`config.mk`:
```
export PLATFORM = sky130hd
export DESIGN_NAME = lc3_multicycle_core
export DESIGN_NICKNAME = d
export VERILOG_FILES = /design/src/rtl/lc3_pkg.sv /design/src/rtl/lc3_multicycle_core_regfile.sv /design/src/rtl/lc3_multicycle_core.sv
export SDC_FILE = /design/constraint.sdc
export NUM_CORES = 1
export LEC_CHECK = 0
export CAP_MARGIN = 20
export CORE_UTILIZATION = 52
export CTS_CLUSTER_DIAMETER = 150
export DETAILED_ROUTE_END_ITERATION = 12
export GPL_TIMING_DRIVEN = 0
export PLACE_DENSITY = 0.7
export SETUP_SLACK_MARGIN = 0.02
export SYNTH_ARGS = -nofsm -noshare
export SYNTH_HDL_FRONTEND = slang
export SYNTH_SLANG_ARGS = --single-unit
```
`constraint.sdc`:
```
create_clock -name CLK -period 6.1 [get_ports CLK]
set_input_delay 0.61 -clock CLK [delete_from_list [all_inputs] [get_ports CLK]]
set_output_delay 0.61 -clock CLK [all_outputs]
set_load 0.05 [all_outputs]
```
`src/rtl/lc3_pkg.sv`:
```
// Shared LC-3 definitions: opcodes, FSM state encoding, CC encoding and sign-extension helpers.
package lc3_pkg;

    localparam logic [3:0] OpBr   = 4'b0000;
    localparam logic [3:0] OpAdd  = 4'b0001;
    localparam logic [3:0] OpLd   = 4'b0010;
    localparam logic [3:0] OpSt   = 4'b0011;
    localparam logic [3:0] OpJsr  = 4'b0100;
    localparam logic [3:0] OpAnd  = 4'b0101;
    localparam logic [3:0] OpLdr  = 4'b0110;
    localparam logic [3:0] OpStr  = 4'b0111;
    localparam logic [3:0] OpRti  = 4'b1000;
    localparam logic [3:0] OpNot  = 4'b1001;
    localparam logic [3:0] OpLdi  = 4'b1010;
    localparam logic [3:0] OpSti  = 4'b1011;
    localparam logic [3:0] OpJmp  = 4'b1100;
    localparam logic [3:0] OpRsv  = 4'b1101;
    localparam logic [3:0] OpLea  = 4'b1110;
    localparam logic [3:0] OpTrap = 4'b1111;

    localparam logic [2:0] CcN     = 3'b100;
    localparam logic [2:0] CcZ     = 3'b010;
    localparam logic [2:0] CcP     = 3'b001;
    localparam logic [2:0] CcReset = CcZ;

    typedef enum logic [2:0] {
        StIdle, StFetch, StDecode, StExec, StInd, StMem, StHalted, StFault
    } state_e;

    function automatic logic [15:0] sext5(input logic [4:0] v);
        return {{11{v[4]}}, v};
    endfunction

    function automatic logic [15:0] sext6(input logic [5:0] v);
        return {{10{v[5]}}, v};
    endfunction

    function automatic logic [15:0] sext9(input logic [8:0] v);
        return {{7{v[8]}}, v};
    endfunction

    function automatic logic [15:0] sext11(input logic [10:0] v);
        return {{5{v[10]}}, v};
    endfunction

    function automatic logic [2:0] cc_of(input logic [15:0] v);
        if (v[15]) return CcN;
        if (v == 16'd0) return CcZ;
        return CcP;
    endfunction

endpackage

```
`src/rtl/lc3_multicycle_core_regfile.sv`:
```
// LC-3 register file: 8x16, two read ports plus a debug read port, one synchronous write port.
module lc3_regfile (
    input  logic        i_clk,
    input  logic        i_rst,
    input  logic [2:0]  i_ra_sel,
    input  logic [2:0]  i_rb_sel,
    input  logic [2:0]  i_dbg_sel,
    input  logic        i_we,
    input  logic [2:0]  i_wsel,
    input  logic [15:0] i_wdata,
    output logic [15:0] o_ra,
    output logic [15:0] o_rb,
    output logic [15:0] o_dbg
);

    logic [15:0] r_regs [8];

    always_ff @(posedge i_clk) begin
        if (i_rst) begin
            for (int i = 0; i < 8; i++) r_regs[i] <= 16'd0;
        end else if (i_we) begin
            r_regs[i_wsel] <= i_wdata;
        end
    end

    assign o_ra  = r_regs[i_ra_sel];
    assign o_rb  = r_regs[i_rb_sel];
    assign o_dbg = r_regs[i_dbg_sel];

endmodule

```
`src/rtl/lc3_multicycle_core.sv`:
```
// Multicycle LC-3 core: FSM and datapath driving a variable-latency req/ack memory port.
module lc3_multicycle_core
    import lc3_pkg::*;
#(
    parameter int unsigned ADDR_W   = 10,
    parameter int unsigned CNT_W    = 9,
    parameter logic [15:0] RESET_PC = 16'h0200,
    parameter logic [7:0]  HALT_VEC = 8'h25
) (
    input  logic              CLK,
    input  logic              RST,
    input  logic              start,
    input  logic [15:0]       start_pc,
    input  logic              stop,
    output logic              mem_req,
    output logic              mem_we,
    output logic [ADDR_W-1:0] mem_addr,
    output logic [15:0]       mem_wdata,
    input  logic [15:0]       mem_rdata,
    input  logic              mem_ack,
    output logic              running,
    output logic              halted,
    output logic              fault,
    output logic [15:0]       pc,
    output logic [15:0]       ir,
    output logic [2:0]        cc,
    output logic [CNT_W-1:0]  ins_cnt,
    input  logic [2:0]        dbg_sel,
    output logic [15:0]       dbg_reg
);

    state_e             r_state, w_state_nx;
    logic [15:0]        r_pc, w_pc_nx, r_ir, w_ir_nx;
    logic [2:0]         r_cc, w_cc_nx;
    logic [CNT_W-1:0]   r_cnt, w_cnt_nx;
    logic [ADDR_W-1:0]  r_ea, w_ea_nx;

    logic [3:0]  w_op;
    logic [2:0]  w_dr, w_rb_sel, w_rf_wsel;
    logic [15:0] w_ra, w_rb, w_opb, w_alu, w_ea, w_rf_wdata;
    logic        w_rf_we, w_ea_go, w_retire, w_trap_halt, w_is_load, w_is_store;

    function automatic logic in_range(input logic [15:0] a);
        return (a >> ADDR_W) == 16'd0;
    endfunction

    assign w_op       = r_ir[15:12];
    assign w_dr       = r_ir[11:9];
    assign w_rb_sel   = (r_state == StMem) ? w_dr : r_ir[2:0];
    assign w_is_load  = (w_op == OpLd) || (w_op == OpLdr) || (w_op == OpLdi);
    assign w_is_store = (w_op == OpSt) || (w_op == OpStr) || (w_op == OpSti);

    lc3_regfile u_regfile (
        .i_clk     (CLK),
        .i_rst     (RST),
        .i_ra_sel  (r_ir[8:6]),
        .i_rb_sel  (w_rb_sel),
        .i_dbg_sel (dbg_sel),
        .i_we      (w_rf_we),
        .i_wsel    (w_rf_wsel),
        .i_wdata   (w_rf_wdata),
        .o_ra      (w_ra),
        .o_rb      (w_rb),
        .o_dbg     (dbg_reg)
    );

    always_comb begin
        w_opb = r_ir[5] ? sext5(r_ir[4:0]) : w_rb;
        case (w_op)
            OpAdd:   w_alu = w_ra + w_opb;
            OpAnd:   w_alu = w_ra & w_opb;
            OpNot:   w_alu = ~w_ra;
            default: w_alu = r_pc + sext9(r_ir[8:0]);
        endcase
    end

    // Bus outputs are decoded from registered state, so they hold steady while waiting for ack.
    always_comb begin
        mem_req   = 1'b0;
        mem_we    = 1'b0;
        mem_addr  = '0;
        mem_wdata = 16'd0;
        unique case (r_state)
            StFetch: begin
                if (in_range(r_pc)) begin
                    mem_req  = 1'b1;
                    mem_addr = r_pc[ADDR_W-1:0];
                end
            end
            StInd: begin
                mem_req  = 1'b1;
                mem_addr = r_ea;
            end
            StMem: begin
                mem_req  = 1'b1;
                mem_addr = r_ea;
                if (w_is_store) begin
                    mem_we    = 1'b1;
                    mem_wdata = w_rb;
                end
            end
            default: ;
        endcase
    end

    always_comb begin
        w_state_nx  = r_state;
        w_pc_nx     = r_pc;
        w_ir_nx     = r_ir;
        w_cc_nx     = r_cc;
        w_cnt_nx    = r_cnt;
        w_ea_nx     = r_ea;
        w_rf_we     = 1'b0;
        w_rf_wsel   = w_dr;
        w_rf_wdata  = 16'd0;
        w_ea        = 16'd0;
        w_ea_go     = 1'b0;
        w_retire    = 1'b0;
        w_trap_halt = 1'b0;
        unique case (r_state)
            StIdle, StHalted, StFault: begin
                if (start) begin
                    w_pc_nx    = start_pc;
                    w_cnt_nx   = '0;
                    w_state_nx = StFetch;
                end
            end
            StFetch: begin
                if (!in_range(r_pc)) begin
                    w_state_nx = StFault;
                end else if (mem_ack) begin
                    w_ir_nx    = mem_rdata;
                    w_pc_nx    = r_pc + 16'd1;
                    w_state_nx = StDecode;
                end
            end
            StDecode: begin
                // pc is rewound so HALTED/FAULT point at the discarded or faulting instruction.
                if (stop) begin
                    w_pc_nx    = r_pc - 16'd1;
                    w_state_nx = StHalted;
                end else if (w_op == OpRti || w_op == OpRsv) begin
                    w_pc_nx    = r_pc - 16'd1;
                    w_state_nx = StFault;
                end else begin
                    w_state_nx = StExec;
                end
            end
            StExec: begin
                case (w_op)
                    OpAdd, OpAnd, OpNot, OpLea: begin
                        w_rf_we    = 1'b1;
                        w_rf_wdata = w_alu;
                        w_cc_nx    = cc_of(w_alu);
                        w_retire   = 1'b1;
                    end
                    OpBr: begin
                        if ((r_ir[11:9] & r_cc) != 3'b000) w_pc_nx = r_pc + sext9(r_ir[8:0]);
                        w_retire = 1'b1;
                    end
                    OpJmp: begin
                        w_pc_nx  = w_ra;
                        w_retire = 1'b1;
                    end
                    OpJsr: begin
                        w_rf_we    = 1'b1;
                        w_rf_wsel  = 3'd7;
                        w_rf_wdata = r_pc;
                        w_pc_nx    = r_ir[11] ? r_pc + sext11(r_ir[10:0]) : w_ra;
                        w_retire   = 1'b1;
                    end
                    OpLd, OpSt, OpLdi, OpSti: begin
                        w_ea    = r_pc + sext9(r_ir[8:0]);
                        w_ea_go = 1'b1;
                    end
                    OpLdr, OpStr: begin
                        w_ea    = w_ra + sext6(r_ir[5:0]);
                        w_ea_go = 1'b1;
                    end
                    OpTrap: begin
                        if (r_ir[7:0] == HALT_VEC) begin
                            w_rf_we     = 1'b1;
                            w_rf_wsel   = 3'd7;
                            w_rf_wdata  = r_pc;
                            w_retire    = 1'b1;
                            w_trap_halt = 1'b1;
                        end else begin
                            w_ea    = {8'd0, r_ir[7:0]};
                            w_ea_go = 1'b1;
                        end
                    end
                    default: begin
                        w_pc_nx    = r_pc - 16'd1;
                        w_state_nx = StFault;
                    end
                endcase
                if (w_ea_go) begin
                    if (in_range(w_ea)) begin
                        w_ea_nx    = w_ea[ADDR_W-1:0];
                        w_state_nx = (w_op == OpLdi || w_op == OpSti) ? StInd : StMem;
                    end else begin
                        w_pc_nx    = r_pc - 16'd1;
                        w_state_nx = StFault;
                    end
                end
            end
            StInd: begin
                if (mem_ack) begin
                    if (in_range(mem_rdata)) begin
                        w_ea_nx    = mem_rdata[ADDR_W-1:0];
                        w_state_nx = StMem;
                    end else begin
                        w_pc_nx    = r_pc - 16'd1;
                        w_state_nx = StFault;
                    end
                end
            end
            StMem: begin
                if (mem_ack) begin
                    if (w_is_load) begin
                        w_rf_we    = 1'b1;
                        w_rf_wdata = mem_rdata;
                        w_cc_nx    = cc_of(mem_rdata);
                    end else if (w_op == OpTrap) begin
                        w_rf_we    = 1'b1;
                        w_rf_wsel  = 3'd7;
                        w_rf_wdata = r_pc;
                        w_pc_nx    = mem_rdata;
                    end
                    w_retire = 1'b1;
                end
            end
            default: w_state_nx = StIdle;
        endcase
        if (w_retire) begin
            if (r_cnt != {CNT_W{1'b1}}) w_cnt_nx = r_cnt + 1'b1;
            w_state_nx = (stop || w_trap_halt) ? StHalted : StFetch;
        end
    end

    always_ff @(posedge CLK) begin
        if (RST) begin
            r_state <= StIdle;
            r_pc    <= RESET_PC;
            r_ir    <= 16'd0;
            r_cc    <= CcReset;
            r_cnt   <= '0;
            r_ea    <= '0;
        end else begin
            r_state <= w_state_nx;
            r_pc    <= w_pc_nx;
            r_ir    <= w_ir_nx;
            r_cc    <= w_cc_nx;
            r_cnt   <= w_cnt_nx;
            r_ea    <= w_ea_nx;
        end
    end

    assign running = !(r_state == StIdle || r_state == StHalted || r_state == StFault);
    assign halted  = (r_state == StHalted);
    assign fault   = (r_state == StFault);
    assign pc      = r_pc;
    assign ir      = r_ir;
    assign cc      = r_cc;
    assign ins_cnt = r_cnt;

endmodule

```
==> metrics.txt <==
Leak 6.67 nW; dpl hpwl 53100 um; power per cell area 342 nW/um^2; DRT iter0 DRCs 2462; CP arrival 6.19 ns; leading area contributor after synthesis edfxtp_1; share of cells above drive strength 1 0.120; Top FF cell, synth edfxtp_1; Clk network pwr share 0.175; Post-Syn Area 16100 um^2; number of antenna violations at the first check in global routing 1; Initial Util 0.527; Remaining Overflow, GRT 0; DP Cell Count 2290; minimum clock period after layout 6.04 ns; Worst VDD drop 0.000223 V; status complete, no violations; vias 16725; synth warn 0; Final Power 0.00641 W; Synth async-reset ratio 0; largest cells by area after synthesis edfxtp_1, mux4_2, dfxtp_1, nor2_1, ha_1; Routed WL 70100 um; Synth Area in XOR/XNOR 0.0337; Slew Viols, Final 0; CTS Root Cell clkbuf_16; Syn Inst Count 1762; Vias/cell 7.16; slew margin rel. 0.0486; post-synthesis adder-cell area fraction 0.0480; Internal 0.00325 W; WL/cell 30.0 um; final count of hold timing violations 0; top cells by count, synth nor2_1, a21oi_1, nand2_1; Compound-Gate Fraction of Synth Area 0.199; H-tree depth 4; worst-path fanout max 10; port bufs 127; Max Cap Viol 0; first-pass GRT wire length 100000 um; Post-route DRC 0; sequential fraction of the synthesis area 0.313; RSZ-0062 raised after global routing yes; multiplexer share of the synthesized area 0.186; Clock Skew 0.0166 ns; Post-synth EDFFs 128; power share of the sequential group 0.249; CTS Buf Count 17; Comb power frac 0.576; total track usage 0.444; Synth Net Count 1862; post-route ant nets 0; CP Data Required Time 6.25 ns; Worst-path clk slew 0.08 ns; synthesized-area fraction occupied by and/or/nand/nor cells 0.178; # nets final 2026; vias in the first global route 15576; count leader, synth nor2_1; Slew @ Worst Pin 1.43 ns; Placer Congestion 1.02; largest family of logic cells by synthesized area compound AO/OA/AOI/OAI gates; # setup viols final 0; Switching Share 0.493; clk sinks 188; HP Class flip-flop to flip-flop; largest net degree at the start of global routing 18; Skew-Pair Late Insertion Delay 0.46 ns; top cell type's share of synthesized area 0.239; FMAX 0.166 GHz; Top Ports 131; CTS tree done; Core Region 30500 um^2; CP endpoint kind flip-flop; Hold-fix buffers, CTS 0; Cell variety after synth 77; Area Overhead vs Synth 16.5%; mean post-synth cell area 9.13 um^2; Rows 64; #FFs+latches synth 188; clock buffer depth 2; Layout Cells excl Fill 2336; fillers 2637; critical path class flip-flop to flip-flop; die height 178 um; die width 178 um; period utilisation layout 0.990; Startpoint Class flip-flop; total die area 31700 um^2; DRT Pass-1 Iters 10; switching power 0.00316 W
==> area by class of cell <==
type	instances	area, um^2	area share
clock inverter	10	98.8	0.00527
multi-input combinational	1403	10500	0.560
sequential	188	5040	0.269
clock buffer	22	485	0.0259
inverter	41	154	0.00821
antenna	1	2.50	0.000133
timing repair buffer	145	1420	0.0759
tap	396	495	0.0264
buffer	130	557	0.0297
==> repair_timing <==
| item | CTS | global route |
|---|---|---|
| endpoints found under the setup margin | 142 | 80 |
| setup buffers | 6 | 3 |
| resized for setup | 33 | 12 |
| pin swaps | 6 | 1 |
==> sequential cells by signal, summed over array words and instances (netlist names), named ones only <==
register,count
cc,3
r_ea,10
pc,16
r_state,3
ir,16
u_regfile.r_regs,128
ins_cnt,9
==> cell usage in the layout (no fill, tap or decap), types with 8 or more instances in the layout <==
cell	Yosys	final
buf_2	8	8
mux2_2	40	40
mux4_2	97	97
o21ai_0	78	77
clkdlybuf4s50_1	0	127
buf_4	0	16
a221oi_1	16	15
nor4_1	9	9
a22oi_1	14	14
a21oi_1	133	132
nor3_1	46	44
o31ai_1	12	12
dfxtp_1	60	60
inv_1	41	41
a311oi_1	10	9
nand2b_1	22	22
ha_1	57	57
nor2_1	289	289
or3_1	15	15
mux2i_1	36	32
a222oi_1	24	24
nand2_1	131	131
xnor2_1	37	37
clkbuf_16	0	18
buf_1	17	14
o211ai_1	20	20
a21o_1	29	29
xor2_1	25	25
and3_1	15	15
o22ai_1	14	14
edfxtp_1	128	128
a31oi_1	11	9
nand3_1	36	36
a22o_1	15	15
clkbuf_1	104	99
nor2b_1	22	21
a211oi_1	22	22
==> through the flow <==
| stage | setup slack, ns | setup TNS (ns) | instance area (um^2) | hold WS (ns) | util |
|---|---|---|---|---|---|
| after floorplan | 0.496 | 0 | 16100 | 0.452 | - |
| after global placement | -1.95 | -136.82 | 17900 | 0.497 | 0.585 |
| after detailed placement | -1.90 | -131.77 | 17900 | 0.501 | 0.587 |
| after CTS | 0.0927 | 0 | 18600 | 0.516 | 0.611 |
| after global routing | -0.00350 | -0.00448 | 18800 | 0.540 | 0.615 |
| final | 0.0600 | 0 | 18800 | 0.521 | 0.615 |
==> final timing paths <==
kind                            startpoint                      to  slack (ns)  cells after the start
worst max-delay path            r_state[2]  u_regfile.r_regs[0][3]        0.06                     17
worst min-delay path               r_ea[5]                 r_ea[5]        0.52                      2
worst max register to register  r_state[2]  u_regfile.r_regs[0][3]        0.06                     17
worst min register to register     r_ea[5]                 r_ea[5]        0.52                      2
==> metal layers <==
layer	wire, um	up-vias	part of all wire	global-route usage
li1	-	7086	-	-
met1	25500	8054	0.36	0.558
met4	4710	4	0.067	0.276
met5	79	-	0.0011	0
met2	31900	1286	0.45	0.693
met3	7910	295	0.11	0.0973
==> power by group through the flow <==
stage / Combinational (W) / Sequential (W) / Clock [W]
floorplan: 0.00219 / 0.00173 / 0
global placement: 0.00349 / 0.00161 / 0
detailed placement: 0.00351 / 0.00162 / 0
CTS: 0.00355 / 0.00159 / 0.00111
global route: 0.00387 / 0.00160 / 0.00116
finish: 0.00369 / 0.00160 / 0.00112
==> critical path, cell delays in order, from the launching register on <==
cell and delay (ns):
dfxtp_1 0.39, nor2b_2 0.31, and2_1 0.17, clkbuf_4 0.27, mux2i_4 0.37, clkbuf_8 0.32
mux4_2 0.56, mux2i_1 0.40, a21oi_1 0.17, ha_1 0.26, a21o_1 0.20, a21oi_1 0.32
xor2_1 0.23, nor2_1 0.06, o32ai_1 0.28, a211oi_1 0.18, a221oi_1 1.11, nor2_1 0.11
==> kinds of logic after synthesis <==
| logic type | count (synthesis) |
|---|---|
| AO/OA/AOI/OAI | 473 |
| XOR/XNOR | 62 |
| adder cells (fa/ha/maj) | 60 |
| buffers and inverters | 171 |
| flip-flops | 188 |
| multiplexers | 173 |
| AND/OR/NAND/NOR | 635 |
Note: power is estimated with default switching activity, not from simulation.
